[src/rtl/led_sched_pkg.sv]
// Shared types, constants and pattern decode for the LED pattern scheduler.
package led_sched_pkg;

    typedef enum logic [1:0] {
        ST_IDLE = 2'd0,
        ST_SHOW = 2'd1,
        ST_GAP  = 2'd2
    } state_t;

    typedef enum logic [1:0] {
        PAT_SOLID = 2'd0,
        PAT_BLINK = 2'd1,
        PAT_WALK  = 2'd2,
        PAT_COUNT = 2'd3
    } pat_t;

    localparam logic [3:0] LED_OFF = 4'hF;

    // Active-low LED image for a pattern code at a given step.
    function automatic logic [3:0] pat_decode(input pat_t code, input logic [3:0] step);
        logic [3:0] img;
        case (code)
            PAT_SOLID: img = 4'h0;
            PAT_BLINK: img = step[0] ? LED_OFF : 4'h0;
            PAT_WALK:  img = ~(4'b0001 << step[1:0]);
            default:   img = ~step;
        endcase
        return img;
    endfunction

endpackage

[src/rtl/led_pattern_sched_if.sv]
// Requester/LED bundle of the LED pattern scheduler.
interface led_pattern_sched_if #(
    parameter int unsigned N_REQ = 4
);
    logic [N_REQ-1:0]   req;
    logic [2*N_REQ-1:0] pat;
    logic [3:0]         led_n;
    logic [N_REQ-1:0]   gnt;
    logic               tick;

    modport master (output req, output pat, input led_n, input gnt, input tick);
    modport slave  (input req, input pat, output led_n, output gnt, output tick);
endinterface

[src/rtl/led_tick_gen.sv]
// Tick divider: one-cycle registered pulse every TICK_DIV clocks.
module led_tick_gen #(
    parameter int unsigned TICK_DIV = 12_500_000
) (
    input  logic clk,
    input  logic nRst,
    output logic tick
);
    localparam logic [31:0] RELOAD = 32'(TICK_DIV - 1);

    logic [31:0] cnt;

    // Down-counter; pulse and reload when it reaches zero.
    always_ff @(posedge clk or negedge nRst) begin
        if (!nRst) begin
            cnt  <= RELOAD;
            tick <= 1'b0;
        end else if (cnt == 32'd0) begin
            cnt  <= RELOAD;
            tick <= 1'b1;
        end else begin
            cnt  <= cnt - 32'd1;
            tick <= 1'b0;
        end
    end
endmodule

[src/rtl/led_pattern_sched.sv]
// LED pattern scheduler: arbitrates 4 board LEDs among requesters with
// minimum dwell and an all-off gap between owners.
// Build option: LED_SCHED_RR_EN selects round-robin instead of fixed priority.
module led_pattern_sched
    import led_sched_pkg::*;
#(
    parameter int unsigned N_REQ     = 4,
    parameter int unsigned TICK_DIV  = 12_500_000,
    parameter int unsigned DWELL     = 4,
    parameter int unsigned GAP_TICKS = 1
) (
    input logic               clk,
    input logic               nRst,
    led_pattern_sched_if.slave bus
);
    localparam int unsigned IDX_W   = (N_REQ > 1) ? $clog2(N_REQ) : 1;
    localparam int unsigned DWELL_W = $clog2(DWELL + 1);
    localparam int unsigned GAP_W   = (GAP_TICKS > 1) ? $clog2(GAP_TICKS + 1) : 1;

    logic               tick;
    state_t             state_q, state_d;
    logic [N_REQ-1:0]   gnt_q, gnt_d;
    logic [3:0]         led_q, led_d;
    logic [3:0]         step_q, step_d;
    logic [DWELL_W-1:0] dwell_q, dwell_d;
    logic [GAP_W-1:0]   gap_q, gap_d;
    pat_t               code_q, code_d;
    logic [IDX_W-1:0]   ptr_q, ptr_d;

    logic               win_found;
    logic [IDX_W-1:0]   win_idx;
    logic [IDX_W-1:0]   idx;
    pat_t               win_code;
    logic               owner_req;
    logic               other_req;
    logic               do_grant;
    logic               do_gap;
    logic [3:0]         step_inc;

    led_tick_gen #(.TICK_DIV(TICK_DIV)) u_tick (
        .clk  (clk),
        .nRst (nRst),
        .tick (tick)
    );

    assign bus.tick  = tick;
    assign bus.gnt   = gnt_q;
    assign bus.led_n = led_q;

    // Arbiter: first set request from the search start.
    always_comb begin
        win_found = 1'b0;
        win_idx   = '0;
        win_code  = PAT_SOLID;
        idx       = '0;
        for (int unsigned i = 0; i < N_REQ; i++) begin
`ifdef LED_SCHED_RR_EN
            idx = IDX_W'((32'(ptr_q) + i) % N_REQ);
`else
            idx = IDX_W'(i);
`endif
            if (!win_found && bus.req[idx]) begin
                win_found = 1'b1;
                win_idx   = idx;
                win_code  = pat_t'(bus.pat[{idx, 1'b0} +: 2]);
            end
        end
    end

    assign owner_req = |(bus.req & gnt_q);
    assign other_req = |(bus.req & ~gnt_q);
    assign step_inc  = step_q + 4'd1;

    // Next-state and output decode; everything advances only on tick.
    always_comb begin
        state_d  = state_q;
        gnt_d    = gnt_q;
        led_d    = led_q;
        step_d   = step_q;
        dwell_d  = dwell_q;
        gap_d    = gap_q;
        code_d   = code_q;
        ptr_d    = ptr_q;
        do_grant = 1'b0;
        do_gap   = 1'b0;

        if (tick) begin
            case (state_q)
                ST_IDLE: begin
                    do_grant = win_found;
                end
                ST_SHOW: begin
                    if (!owner_req) begin
                        do_gap = 1'b1;
                    end else if (dwell_q == DWELL_W'(1)) begin
                        if (other_req) begin
                            do_gap = 1'b1;
                        end else begin
                            dwell_d = DWELL_W'(DWELL);
                            step_d  = step_inc;
                            led_d   = pat_decode(code_q, step_inc);
                        end
                    end else begin
                        dwell_d = dwell_q - DWELL_W'(1);
                        step_d  = step_inc;
                        led_d   = pat_decode(code_q, step_inc);
                    end
                end
                ST_GAP: begin
                    if (gap_q == '0) begin
                        if (win_found) begin
                            do_grant = 1'b1;
                        end else begin
                            state_d = ST_IDLE;
                        end
                    end else begin
                        gap_d = gap_q - GAP_W'(1);
                    end
                end
                default: begin
                    state_d = ST_IDLE;
                    gnt_d   = '0;
                    led_d   = LED_OFF;
                end
            endcase
        end

        if (do_grant) begin
            state_d = ST_SHOW;
            gnt_d   = N_REQ'(1) << win_idx;
            code_d  = win_code;
            step_d  = 4'd0;
            dwell_d = DWELL_W'(DWELL);
            led_d   = pat_decode(win_code, 4'd0);
            ptr_d   = (win_idx == IDX_W'(N_REQ - 1)) ? '0 : win_idx + IDX_W'(1);
        end

        if (do_gap) begin
            state_d = ST_GAP;
            gnt_d   = '0;
            led_d   = LED_OFF;
            gap_d   = GAP_W'(GAP_TICKS - 1);
        end
    end

    // State register.
    always_ff @(posedge clk or negedge nRst) begin
        if (!nRst) begin
            state_q <= ST_IDLE;
            gnt_q   <= '0;
            led_q   <= LED_OFF;
            step_q  <= 4'd0;
            dwell_q <= '0;
            gap_q   <= '0;
            code_q  <= PAT_SOLID;
            ptr_q   <= '0;
        end else begin
            state_q <= state_d;
            gnt_q   <= gnt_d;
            led_q   <= led_d;
            step_q  <= step_d;
            dwell_q <= dwell_d;
            gap_q   <= gap_d;
            code_q  <= code_d;
            ptr_q   <= ptr_d;
        end
    end
endmodule

[src/flat_wrapper.sv]
// flat-port wrapper written by rule: the top's interface ports become plain ports
module led_pattern_sched_flat import led_sched_pkg::*;
#(
    parameter int unsigned N_REQ     = 4,
    parameter int unsigned TICK_DIV  = 12_500_000,
    parameter int unsigned DWELL     = 4,
    parameter int unsigned GAP_TICKS = 1
)
  (clk, nRst, bus_req, bus_pat, bus_led_n, bus_gnt, bus_tick);
  led_pattern_sched_if #(.N_REQ(N_REQ)) bus_i ();
  input logic clk;
  input logic nRst;
  input wire logic [$bits(bus_i.req)-1:0] bus_req;
  input wire logic [$bits(bus_i.pat)-1:0] bus_pat;
  output wire logic [$bits(bus_i.led_n)-1:0] bus_led_n;
  output wire logic [$bits(bus_i.gnt)-1:0] bus_gnt;
  output wire logic [$bits(bus_i.tick)-1:0] bus_tick;
  assign bus_i.req = bus_req;
  assign bus_i.pat = bus_pat;
  assign bus_led_n = bus_i.led_n;
  assign bus_gnt = bus_i.gnt;
  assign bus_tick = bus_i.tick;
  led_pattern_sched #(.N_REQ(N_REQ), .TICK_DIV(TICK_DIV), .DWELL(DWELL), .GAP_TICKS(GAP_TICKS)) u_core (.clk(clk), .nRst(nRst), .bus(bus_i));
endmodule
[config.mk]
export PLATFORM = sky130hd
export DESIGN_NAME = led_pattern_sched_flat
export DESIGN_NICKNAME = d
export VERILOG_FILES = /design/src/rtl/led_sched_pkg.sv /design/src/rtl/led_pattern_sched_if.sv /design/src/rtl/led_tick_gen.sv /design/src/rtl/led_pattern_sched.sv /design/src/flat_wrapper.sv
export SDC_FILE = /design/constraint.sdc
export NUM_CORES = 1
export LEC_CHECK = 0
export CAP_MARGIN = 40
export CORE_AREA = 2 2 80 82
export CTS_CLUSTER_SIZE = 24
export DETAILED_ROUTE_END_ITERATION = 12
export DIE_AREA = 0 0 82 84
export PLACE_DENSITY = 0.68
export REMOVE_ABC_BUFFERS = 1
export SLEW_MARGIN = 15
export SYNTH_ARGS = -nofsm -noshare
export SYNTH_HDL_FRONTEND = slang
export SYNTH_HIERARCHICAL = 1
export SYNTH_SLANG_ARGS = --single-unit
[constraint.sdc]
create_clock -name clk -period 2.95 [get_ports clk]
set_input_delay 0.295 -clock clk [delete_from_list [all_inputs] [get_ports clk]]
set_output_delay 0.295 -clock clk [all_outputs]
set_load 0.03 [all_outputs]
==> run metrics <==
worst setup path startpoint u_core/u_tick/cnt[0]; GPL Wtd Cong 0.783; drt total wl 5610 um; Initial DRC Count 171; cell count after synthesis 285; fin worst setup slack 0.518 ns; Internal 0.951 mW; outcome complete, no violations; vias 2,198; highest-delay cell along the critical path or3_1; fin util 54.0%; synth warn 6; Tmin final 2.43 ns; CTS tree yes; fin area 3290 um2; # port buffers 22; fin cells 387; post-synth cell types 60; maximum VDD drop 313 uV; dominant cells by area after synthesis dfrtp_1 (28%), dfstp_2 (18%), ha_1 (3.4%); worst reg2reg path depth 8; 1st-pass router iterations 5; max-slew violations 0; CP Depth 8; Top Ports 23; fin nets 331; core box area 6100 um2; Gate power share 9.9%; top-count cell post-synth dfrtp_1; met1 Usage GRT 24.1%; Yosys top cell area share 27.5%; Largest stage delay, worst path 0.51 ns; Initial Utilization 47.7%; global-route met2 utilization 28.4%; critical path data required time 3.13 ns; Post-synth EDFFs 0; first-pass GRT wire length 9580 um; clock buffer depth 2; antenna viol nets, final 0; DP HPWL 4060 um; Area after DPL 3190 um2; sequential power share 58.8%; Clock Latency Late Sink 0.30 ns; Sink Count 52; Max-slew headroom 63.9%; final period utilization 82.5%; leakage 1.27 nW; M3 GR Usage 3.79%; via/cell ratio 5.68; Die Wd 82 um; Mean Syn Cell Area 10.2 um2; clk root buf clkbuf_8; GRT Total Usage 17.6%; post_cts resized 0; Top Usage Layer GRT met2; die area 6890 um2; fraction of layout cells with a size suffix above 1 16.5%; critical-path maximum fanout 9; DP Cell Count 378; biggest area consumer among synthesized cells dfrtp_1; CP arrival 2.62 ns; Layout Skew 0.0117 ns; flops & latches, synth 52; worst slew pin tran 0.536 ns; std cell rows 29; Top FF cell, synth dfrtp_1; vias in the first global route 2,111; grt ovf 0; mapped cell area 2910 um2; Inserted Clock Buffers 5; Reg clk slew, reported paths 0.10 ns; cells along the critical path inv_1, ha_1, or4b_1, or3_1, nor3_4, nand2_4, clkinv_4, nor2_1; H-tree depth 2; R2R Path Start u_core/u_tick/cnt[0]; initial antenna violation count 0; Hold Vio Cnt, Final 0; post-CTS setup buffers 0; crit path kind reg -> reg; Hold Path Class in -> async; CTS Hold Buffers Added 1; fmax 0.411 GHz; Commonest cells post-synth dfrtp_1 (32), nand2_1 (26), dfstp_2 (20), nor2_1 (18), nor3_1 (18); largest net degree at the start of global routing 35; CP Launch Type flip-flop; DP Worst Slack 0.520 ns; RSZ-0062 raised after global routing no; Hold Slack 0.460 ns; total negative setup slack 0 ns; clock network power share 31.3%; Routed wire per std cell 14.5 um; switching share of total power 24.6%; total power 1.26 mW; final setup fails 0; Fillers 534; maxcap violations 0; Top delay family on crit path simple AND/OR/NAND/NOR gates; number of remaining DRC errors 0; post-synthesis sequential area ratio 45.6%; Power per Cell Area 384 nW/um2; Die Y 84 um; n_diodes 0; Area growth syn-to-layout 13.0%; Buffers & Inverters on Critical Path 2; Switch Pwr 0.311 mW; asr flop ratio synth 100%; nature of the critical path endpoint flip-flop
-- kinds of logic after synthesis --
family          synth area share (%)
compound gates                  14.1
buf+inv                         3.01
flops                           45.6
fa+ha+maj                       3.44
xor+xnor                        5.72
mux                             2.88
simple gates                    25.2
-- worst reg2reg max path, delay by kind of cell (launching register included) --
family                     cells  cell delay [ns]
buffers and inverters          2             0.19
adders and majority gates      1             0.19
and+or+nand+nor                5             1.54
DFF                            1             0.39
-- flip-flops by register name (all words and copies together) (netlist names) --
| signal | count |
|---|---|
| u_core/u_tick/cnt | 32 |
| u_core/bus.gnt | 4 |
| u_core/bus.led_n | 4 |
| u_core/step_q | 4 |
| u_core/dwell_q | 3 |
| u_core/code_q | 2 |
| u_core/state_q | 2 |
| u_core/u_tick/tick | 1 |
-- power by group through the flow --
stage          clock [mW]  combinational (mW)  sequential, mW
6_report            0.394               0.125           0.742
5_1_grt             0.453               0.138           0.745
4_1_cts             0.417               0.126           0.742
3_5_place_dp            0               0.125           0.755
3_3_place_gp            0               0.126           0.754
2_1_floorplan           0              0.0448           0.771
-- layer usage --
layer  vias to the layer above  routed length, um  share of wire [%]
met5                         -                  0                  0
met4                         0                 38               0.68
met3                         4                249                4.4
met2                        36               2620                 47
met1                      1061               2710                 48
li1                       1097                  -                  -
-- path summary, 6_finish.rpt --
kind | endpoint | slack, ns
min in group clk | u_core/u_tick/cnt[0] | 0.47
max in group asynchronous | u_core/u_tick/cnt[19] | 1.67
worst min-delay path | u_core/bus.gnt[1] | 0.46
worst max register to register | u_core/u_tick/cnt[14] | 0.52
worst min register to register | u_core/u_tick/cnt[0] | 0.47
worst max-delay path | u_core/u_tick/cnt[14] | 0.52
-- cell type report --
cell class	instances	area, um2	share of cell area (%)
Timing Repair Buffer	25	240	7.30
Multi-Input combinational cell	215	1500	45.5
Clock buffer	5	68.8	2.09
Clock inverter	3	18.8	0.571
Tap cell	77	96.3	2.93
Inverter	10	42.5	1.29
Sequential cell	52	1330	40.3
-- cells in the final DEF, fill, tap and decap left out, drive strengths merged, types with 8 or more instances in the layout --
cell and count:
dfrtp 32, nand2 27, clkdlybuf4s50 21, dfstp 20
nor3 20, nor2 18, nor4 12, o21ai 12
nor2b 11, xnor2 11, inv 9, or4 9
a21oi 8, xor2 8, ha 8, or3 8
Power figures use the tool's default switching activity.
==> patch: new RTL, same settings <==
`N_REQ` is set to 4 in 3 places; all go to 2.
--- a/src/rtl/led_pattern_sched_if.sv
+++ b/src/rtl/led_pattern_sched_if.sv
@@ -2,3 +2,3 @@
 interface led_pattern_sched_if #(
-    parameter int unsigned N_REQ = 4
+    parameter int unsigned N_REQ = 2
 );
--- a/src/rtl/led_pattern_sched.sv
+++ b/src/rtl/led_pattern_sched.sv
@@ -6,3 +6,3 @@
 #(
-    parameter int unsigned N_REQ     = 4,
+    parameter int unsigned N_REQ     = 2,
     parameter int unsigned TICK_DIV  = 12_500_000,
--- a/src/flat_wrapper.sv
+++ b/src/flat_wrapper.sv
@@ -3,3 +3,3 @@
 #(
-    parameter int unsigned N_REQ     = 4,
+    parameter int unsigned N_REQ     = 2,
     parameter int unsigned TICK_DIV  = 12_500_000,
Ports: changed (resized bus_gnt, bus_pat and bus_req); port bits go from 23 to 15. No check against the original RTL was run, so the function may have changed too.
==> patch against the unedited design <==
- combinational power shrank 41%
- first-iteration DRC count decreased by 44%
- sequential cell count shrank 2
- final cell count is 6.2% lower
- power down 6.5%
- largest cell class unchanged
- wire length decreased by 14%
- clock skew grew 5.7 ps
- die area stayed put
- worst setup slack gained 13 ps
- synthesized cell count shrank 5.6%
- maximum frequency is 0.53% higher
- area after synthesis fell by 8.1%
- design area shrank 9.1%
- highest routed layer unchanged
==> patch: results <==
{
  "synth.distinct_cells": 51,
  "pre_cts_ws_ps": 544.5,
  "dp_hpwl_mm": 3.467,
  "ir_worst_vdd_mv": 0.1816,
  "post_dp_cell_area_sq_um": 2889,
  "vias": 1919,
  "grtUsageTotal_pct": 15.64,
  "multi_input_area_share_pct": 43.87,
  "globalRouteMet3Util_pct": 3.030,
  "p_comb_share_pct": 6.2,
  "ys_seq_area_share_pct": 47.73,
  "buffer_area_share_pct": 5.776,
  "dr.pass1.iters": 4,
  "pg_clk_uw": 399,
  "pwr-share-clk_pct": 33.8,
  "n_all_buffers": 17,
  "nets": 301,
  "routed_wl_mm": 4.817,
  "fillers": 573,
  "seq_cell_count": 50,
  "port_buffers": 14,
  "gp_congestion": 0.7944,
  "wl_met3_microns": 117,
  "globalRouteMet1Util_pct": 21.02,
  "synthCells": 269,
  "status": "completed",
  "p_sw_uw": 281.5,
  "synth.top_cells.by_area": "dfrtp_1 (28%), dfstp_2 (20%), ha_1 (3.7%)",
  "crit_fanout": 7,
  "dp_cells": 354,
  "drtIter0Drc": 96,
  "met2_usage_pct": 24.91,
  "grt_max_degree": 32,
  "num-multi-input-gates": 201,
  "finClkSkew_ps": 17.39,
  "grt_pass1_wl_mm": 8.507,
  "wl_met1_mm": 2.344,
  "final_layout_size_suffix_gt1_share_pct": 15.73,
  "worst_pin_slew_ps": 640.7
}
patch: final timing paths:
check,cells after the start,endpoint,slack [ps]
max in group asynchronous,4,u_core/u_tick/cnt[15],1770
setup reg to reg,7,u_core/u_tick/cnt[26],530
hold reg to reg,2,u_core/u_tick/cnt[4],470
min in group clk,2,u_core/u_tick/cnt[4],470
hold / removal,2,u_core/code_q[0],430
setup / recovery,7,u_core/u_tick/cnt[26],530
patch: cell families after synthesis:
kind of cell | Yosys count | synth area share (%)
AND/OR/NAND/NOR | 121 | 24.85
flip-flops | 50 | 47.73
AO/OA/AOI/OAI | 45 | 11.09
XOR/XNOR | 19 | 6.224
buffers and inverters | 18 | 3.229
multiplexers | 8 | 3.135
adder cells (fa/ha/maj) | 8 | 3.744
patch: critical path: stages, from the launching register on:
cell and delay [ps]:
dfstp_2 390, inv_1 70, ha_1 190, or4b_1 500, nor3_1 330, nand3_1 270
nor3_1 210, mux2_2 350
